$ cat src/rtl/traffic_phase_controller_pkg.sv
// Shared phase encoding, light codes and duration helpers for traffic_phase_controller.
// The WALK phase only exists when PED_WALK_EN is defined.
package tlc_pkg;

    typedef enum logic [2:0] {
        INIT_RED,
        NS_GREEN,
        NS_YELLOW,
        RED_A,
        EW_GREEN,
        EW_YELLOW,
        RED_B
`ifdef PED_WALK_EN
        , WALK
`endif
    } phase_t;

    localparam logic [2:0] LIGHT_RED    = 3'b100;
    localparam logic [2:0] LIGHT_YELLOW = 3'b010;
    localparam logic [2:0] LIGHT_GREEN  = 3'b001;

    function automatic int max4(input int a, input int b, input int c, input int d);
        int m;
        m = a;
        if (b > m) m = b;
        if (c > m) m = c;
        if (d > m) m = d;
        return m;
    endfunction

    // Clearance phases (and anything unlisted) fall back to the all-red duration.
    function automatic int phase_duration(input phase_t p, input int t_green,
                                          input int t_yellow, input int t_allred);
        case (p)
            NS_GREEN, EW_GREEN:   return t_green;
            NS_YELLOW, EW_YELLOW: return t_yellow;
            default:              return t_allred;
        endcase
    endfunction

endpackage

$ cat src/rtl/traffic_phase_controller.sv
// Traffic-light phase sequencer that loads an external down-counter timer per phase.
// Define PED_WALK_EN to add the latched pedestrian WALK phase after the all-red clearances.
module traffic_phase_controller
    import tlc_pkg::*;
#(
    parameter int T_GREEN  = 10,
    parameter int T_YELLOW = 3,
    parameter int T_ALLRED = 2,
    parameter int T_WALK   = 8,
    parameter int TW       = $clog2(max4(T_GREEN, T_YELLOW, T_ALLRED, T_WALK)) + 1
) (
    input  logic          clk,
    input  logic          rstn,
    input  logic          timer_done,
    input  logic          ped_req,
    output logic          timer_load,
    output logic [TW-1:0] timer_value,
    output logic [2:0]    ns_light,
    output logic [2:0]    ew_light,
    output logic          ped_walk
);

    phase_t        state_q, state_d;
    logic          started_q, started_d;
    logic          timer_load_q, timer_load_d;
    logic [TW-1:0] timer_value_q, timer_value_d;
    logic          advance;

`ifdef PED_WALK_EN
    logic ped_pending_q, ped_pending_d;
    logic walk_to_ew_q, walk_to_ew_d;
`else
    logic unused_ped_req;
    assign unused_ped_req = ped_req;
`endif

    // A done pulse only counts once the current phase's load has been issued and retired.
    assign advance = started_q && !timer_load_q && timer_done;

    always_ff @(posedge clk or negedge rstn) begin
        if (!rstn) begin
            state_q       <= INIT_RED;
            started_q     <= 1'b0;
            timer_load_q  <= 1'b0;
            timer_value_q <= '0;
`ifdef PED_WALK_EN
            ped_pending_q <= 1'b0;
            walk_to_ew_q  <= 1'b0;
`endif
        end else begin
            state_q       <= state_d;
            started_q     <= started_d;
            timer_load_q  <= timer_load_d;
            timer_value_q <= timer_value_d;
`ifdef PED_WALK_EN
            ped_pending_q <= ped_pending_d;
            walk_to_ew_q  <= walk_to_ew_d;
`endif
        end
    end

    always_comb begin
        state_d       = state_q;
        started_d     = 1'b1;
        timer_load_d  = 1'b0;
        timer_value_d = timer_value_q;
`ifdef PED_WALK_EN
        ped_pending_d = ped_pending_q;
        walk_to_ew_d  = walk_to_ew_q;
`endif

        if (!started_q) begin
            timer_load_d  = 1'b1;
            timer_value_d = TW'(phase_duration(state_q, T_GREEN, T_YELLOW, T_ALLRED));
        end else if (advance) begin
            case (state_q)
                INIT_RED:  state_d = NS_GREEN;
                NS_GREEN:  state_d = NS_YELLOW;
                NS_YELLOW: state_d = RED_A;
                RED_A:     state_d = EW_GREEN;
                EW_GREEN:  state_d = EW_YELLOW;
                EW_YELLOW: state_d = RED_B;
                RED_B:     state_d = NS_GREEN;
`ifdef PED_WALK_EN
                WALK:      state_d = walk_to_ew_q ? EW_GREEN : NS_GREEN;
`endif
                default:   state_d = INIT_RED;
            endcase
`ifdef PED_WALK_EN
            if ((state_q == RED_A || state_q == RED_B) && ped_pending_q) begin
                walk_to_ew_d  = (state_q == RED_A);
                state_d       = WALK;
                ped_pending_d = 1'b0;
            end
`endif
            timer_load_d  = 1'b1;
            timer_value_d = TW'(phase_duration(state_d, T_GREEN, T_YELLOW, T_ALLRED));
`ifdef PED_WALK_EN
            if (state_d == WALK) timer_value_d = TW'(T_WALK);
`endif
        end

`ifdef PED_WALK_EN
        // Placed last so a request arriving on the WALK entry edge is kept for the next clearance.
        if (ped_req) ped_pending_d = 1'b1;
`endif
    end

    assign timer_load  = timer_load_q;
    assign timer_value = timer_value_q;

    always_comb begin
        ns_light = LIGHT_RED;
        ew_light = LIGHT_RED;
        case (state_q)
            NS_GREEN:  ns_light = LIGHT_GREEN;
            NS_YELLOW: ns_light = LIGHT_YELLOW;
            EW_GREEN:  ew_light = LIGHT_GREEN;
            EW_YELLOW: ew_light = LIGHT_YELLOW;
            default: begin
                ns_light = LIGHT_RED;
                ew_light = LIGHT_RED;
            end
        endcase
    end

`ifdef PED_WALK_EN
    assign ped_walk = (state_q == WALK);
`else
    assign ped_walk = 1'b0;
`endif

endmodule
$ cat config.mk
export PLATFORM = sky130hd
export DESIGN_NAME = traffic_phase_controller
export DESIGN_NICKNAME = d
export VERILOG_FILES = /design/src/rtl/traffic_phase_controller_pkg.sv /design/src/rtl/traffic_phase_controller.sv
export SDC_FILE = /design/constraint.sdc
export NUM_CORES = 1
export LEC_CHECK = 0
export ABC_AREA = 1
export CAP_MARGIN = 0
export CORE_AREA = 3 3 40 42
export DETAILED_ROUTE_END_ITERATION = 10
export DIE_AREA = 0 0 43 45
export GPL_ROUTABILITY_DRIVEN = 0
export PLACE_DENSITY = 0.6
export SLEW_MARGIN = 15
export SYNTH_ARGS = -nofsm -noshare
export SYNTH_HDL_FRONTEND = slang
export SYNTH_SLANG_ARGS = --single-unit
$ cat constraint.sdc
create_clock -name clk -period 1.1 [get_ports clk]
set_input_delay 0.22 -clock clk [delete_from_list [all_inputs] [get_ports clk]]
set_output_delay 0.22 -clock clk [all_outputs]
set_load 0.01 [all_outputs]
==> impl_metrics.ini, run 1 <==
[status]
status = finished with violations
violations = setup timing

[floorplanning]
io_pins = 17
die_h_microns = 45
fp.dieW_microns = 43
die_area_sq_um = 1940
fp-row-count = 13
initial_utilization = 0.331
core_sq_um = 1280

[synthesis]
yosysMostFrequentCell = nand2_1
ys_seq_area_frac = 0.471
ys_warn_count = 0
synth_edf_count = 0
synthTopCellsByArea = dfrtp_1 47%, nand2_1 11%, inv_1 7.9%
synthTopCellsByCount = 12 x nand2_1, 9 x inv_1, 8 x dfrtp_1, 4 x nand3_1, 3 x buf_4
synthArstFlopShare = 1.00
synth_top_area_frac = 0.471
synth_area_sq_um = 425
synth.largest_area_cell = dfrtp_1
syn_avg_cell_area_sq_um = 8.18
synth_flop_cell = dfrtp_1
syn_inst = 52
ys_types = 16
ys_seq_elements = 8

[clocking]
clock_latency_ns = 0.25
cts_hold_buf = 0
cts_buffers = 3
cts-root-buf = clkbuf_4
htree_levels = 1
clock-sinks = 8
cts_buffer_depth = 2
cts_tree = built
clk_pin_slew_ns = 0.05

[sta]
period_minus_slack_ns = 1.35
setup_viol = 8
fin_worst_skew_ns = 0.00296
fin_ws_ns = -0.254
finalCritPeriodShare = 1.23
fmax_mhz = 739
rsz0062_at_grt = true
slew_viol_final = 0
hold_viol_final = 0

[drt]
wire_per_inst_microns = 11.6
ant_nets = 0
dr.pass1.iters = 4
drt-initial-drc-count = 3
vias = 435
routed_wl_mm = 1.15
drc = 0
viasPerCell = 4.39

[setup_path]
arrival_ns = 1.13
worstSetupStartpointType = flop
cpPeakStageDelay_ns = 0.40
endpoint_kind = output pin
cpMaxStageDelayCell = dfrtp_1
critPathKind = flop to output pin
path_cells = buf_6 > inv_4 > nand3_4 > o21ai_2 > inv_1 > buf_2
cp_max_fo = 3
cp_data_required_time_ns = 0.88

[global_route]
antenna_found_initial = 0
first_global_vias = 460
globalRouteOverflowTotal = 0
grt_max_degree = 9
grt_pass1_wl_mm = 1.97
grt.total_usage = 0.134

[power]
p_leak_uw = 0.000412
vdd.ir_drop.worst_uv = 1370
p_per_area_nw_per_um2 = 2620

[final_layout]
finalNetCount = 90
area_delta_synth_final_pct = 73.2
final_layout_size_suffix_gt1_frac = 0.571
antenna_cells = 0
final_util = 0.574

[placed_design]
pre_cts_slack_ns = -0.357
dp_hpwl_microns = 705
io_buffers = 12

[flow_run]
max_cap_violations = 0

[worst_hold_path]
hold_path.class = input pin to asynchronous set/reset pin
==> metrics by stage <==
step                      total power (uW)  TNS [ns]  hold WS, ns  instances  area (sq um)
after floorplan                        846         0      -0.0756         54           433
after CTS                             1780     -1.29        0.254         98           702
after global routing                  2080     -1.71        0.248         99           737
after global placement                1390     -2.92        0.449         89           632
after detailed placement              1400     -3.08        0.459         89           632
final                                 1930     -1.27        0.250         99           737
==> state kept, by name, summed over array words and instances (netlist names) <==
register	count
state_q	3
timer_value	3
started_q	1
timer_load	1
==> report_power, final <==
part	switching, uW	total, uW	internal [uW]
Sequential	82.8	475	392
Clock	90.9	215	124
Combinational	604	1240	638
==> layout by cell type (no fill, tap or decap), drive strengths merged <==
cell type and instances:
a31oi 1, or2 1, buf 24, nand3 5, inv 10, xor2 1
dlymetal6s2s 1, nand4 2, conb 4, clkbuf 7, o21ai 3, nor2 4
nand2 12, clkdlybuf4s50 1, dfrtp 8
==> metal layers <==
metal,part of all wire,up-vias,global-route usage
li1,-,219,-
met1,0.41,201,0.166
met2,0.53,15,0.237
met3,0.060,0,0.0159
met4,0,0,0.0602
met5,0,-,0
==> logic make-up (layout without fill, tap and decap cells) <==
group           Yosys count  in the layout  synth area share
simple gates             24             24             0.291
buf+inv                  13             43             0.141
flops                     8              8             0.471
compound gates            4              4            0.0588
other cells               2              4            0.0177
xor+xnor                  1              1            0.0206
==> cell type report <==
cell class / count / area, sq um
timing repair buffer: 30 / 233
clock buffer: 3 / 22.5
multi-input combinational: 33 / 221
tap: 15 / 18.8
fill: 126 / 548
inverter: 10 / 40.0
sequential: 8 / 201
==> worst max-delay path: cells and delay by family (launching register included) <==
kind                   cells  cell delay, ns
DFF                        1            0.40
buffers and inverters      4            0.36
and+or+nand+nor            1            0.06
AOI/OAI and AO/OA          1            0.06
==> path summary, 6_finish.rpt <==
path                           startpoint        endpoint  slack [ns]  cells after the start
min in group clk               timer_done      state_q[2]        0.40                      5
max                            state_q[2]     ns_light[2]       -0.25                      6
min                                  rstn  timer_value[3]        0.25                      1
max in group asynchronous            rstn      state_q[0]        0.56                      1
max reg2reg                    state_q[0]  timer_value[0]       -0.05                      7
min reg2reg                timer_value[1]  timer_value[1]        0.47                      1
==> what timing repair did <==
action	in CTS	in global routing
pin swaps	5	7
setup buffers	7	2
resized for setup	43	17
endpoints found under the setup margin	10	15
No activity file was read; power rests on OpenSTA's default activity.
==> inputs of run 2 (changes only) <==
Settings changed: TNS_END_PERCENT set to 20.
==> impl_metrics.ini, run 2 (same netlist as run 1, synthesis figures left out) <==
[sta]
slew_viol_final = 0
rsz0062_at_grt = true
fin_ws_ns = -0.260
period_minus_slack_ns = 1.36
hold_viol_final = 0
fin_worst_skew_ns = 0.00214
fmax_mhz = 735
setup_viol = 7
finalCritPeriodShare = 1.24

[global_route]
globalRouteOverflowTotal = 0
grt_max_degree = 9
grt.total_usage = 0.124
antenna_found_initial = 0
grt_pass1_wl_mm = 1.82
first_global_vias = 433

[worst_hold_path]
hold_path.class = input pin to asynchronous set/reset pin

[clocking]
cts_hold_buf = 0
cts_buffer_depth = 2
htree_levels = 1
clock-sinks = 8
clk_pin_slew_ns = 0.05
clock_latency_ns = 0.25
cts-root-buf = clkbuf_4
cts_buffers = 3
cts_tree = built

[power]
p_sw_uw = 720
clockPowerShare = 0.117
intPower_uw = 1120
p_seq_frac = 0.258
combPwrFrac = 0.625
vdd.ir_drop.worst_uv = 1330
p_per_area_nw_per_um2 = 2630
p_sw_frac = 0.390
p_leak_uw = 0.000389

[setup_path]
critPathKind = flop to output pin
cp_data_required_time_ns = 0.88
worstSetupStartpointType = flop
endpoint_kind = output pin
arrival_ns = 1.14
cp_max_fo = 3

[final_layout]
final_common_cell = buf_4
antenna_cells = 0
area_delta_synth_final_pct = 65.0
fin_cells = 98
final_util = 0.546
nFillCells = 131
finalNetCount = 89
final_layout_size_suffix_gt1_frac = 0.518
mostFrequentLayoutCells = 14 x buf_4, 10 x nand2_1, 7 x inv_1, 7 x dfrtp_1, 5 x buf_2

[drt]
vias = 422
drt-initial-drc-count = 8
viasPerCell = 4.31
wire_per_inst_microns = 10.2
wl_met3_microns = 62
dr.pass1.iters = 4
top_layer_used = met3
ant_nets = 0
wl_met2_microns = 464
wl_met1_microns = 470
drc = 0
routed_wl_microns = 997

[floorplanning]
initial_utilization = 0.331
die_h_microns = 45
die_area_sq_um = 1940
io_pins = 17
fp.dieW_microns = 43
core_sq_um = 1280
fp-row-count = 13

[placed_design]
dp_cells = 89
dp_hpwl_microns = 705
io_buffers = 12

[status]
violations = setup timing
status = finished with violations

[flow_run]
max_cap_violations = 0
==> run 2: routing by layer <==
metal | up-vias | global-route usage
met4 | 0 | 0.0542
met2 | 12 | 0.210
met5 | - | 0
met3 | 0 | 0.0159
met1 | 194 | 0.158
li1 | 216 | -
==> run 2: cell type report <==
cell class,instances,area [sq um],area share
clock buffer,3,22.5,0.0321
inverter,10,40.0,0.0570
multi-input combinational,33,204,0.291
sequential,8,201,0.287
tap,15,18.8,0.0267
timing repair buffer,29,215,0.307
==> run 2: path summary, 6_finish.rpt <==
| check | startpoint | end | slack, ns | cells past startpoint |
|---|---|---|---|---|
| setup / recovery | state_q[2] | ns_light[2] | -0.26 | 6 |
| hold / removal | rstn | timer_load | 0.26 | 1 |
| setup reg to reg | state_q[2] | state_q[2] | -0.05 | 7 |
| hold reg to reg | timer_value[1] | timer_value[1] | 0.47 | 1 |
| max in group asynchronous | rstn | state_q[0] | 0.55 | 1 |
| min in group clk | timer_value[1] | timer_value[1] | 0.47 | 1 |
==> run 2: timing repair <==
action	4_1_cts	5_1_grt
endpoints found under the setup margin	10	15
gates resized for setup	41	12
pin swaps	3	2
buffers inserted	6	1
==> run 2: per-stage QoR <==
| stage | total power [uW] | instance area (sq um) | hold slack, ns | worst slack, ns | setup TNS, ns |
|---|---|---|---|---|---|
| global route | 2000 | 702 | 0.248 | -0.334 | -1.69 |
| detailed placement | 1400 | 632 | 0.459 | -0.357 | -3.08 |
| global placement | 1390 | 632 | 0.449 | -0.350 | -2.92 |
| CTS | 1730 | 686 | 0.254 | -0.275 | -1.21 |
| floorplan | 846 | 433 | -0.0756 | 0.0627 | 0 |
| finish | 1840 | 702 | 0.255 | -0.260 | -1.22 |
==> run 2: worst max-delay path, stage by stage, from the launching register on <==
cell and delay (ns):
dfrtp_1 0.41, buf_6 0.14, inv_4 0.05, nand3_4 0.06
o21ai_2 0.06, inv_1 0.04, buf_2 0.13
==> run 2: power groups by stage <==
stage / registers [uW] / logic, uW / clock network (uW)
after floorplan: 505 / 340 / 0
after global placement: 477 / 913 / 0
after detailed placement: 478 / 926 / 0
after CTS: 467 / 1030 / 227
after global routing: 492 / 1260 / 247
final: 476 / 1150 / 216
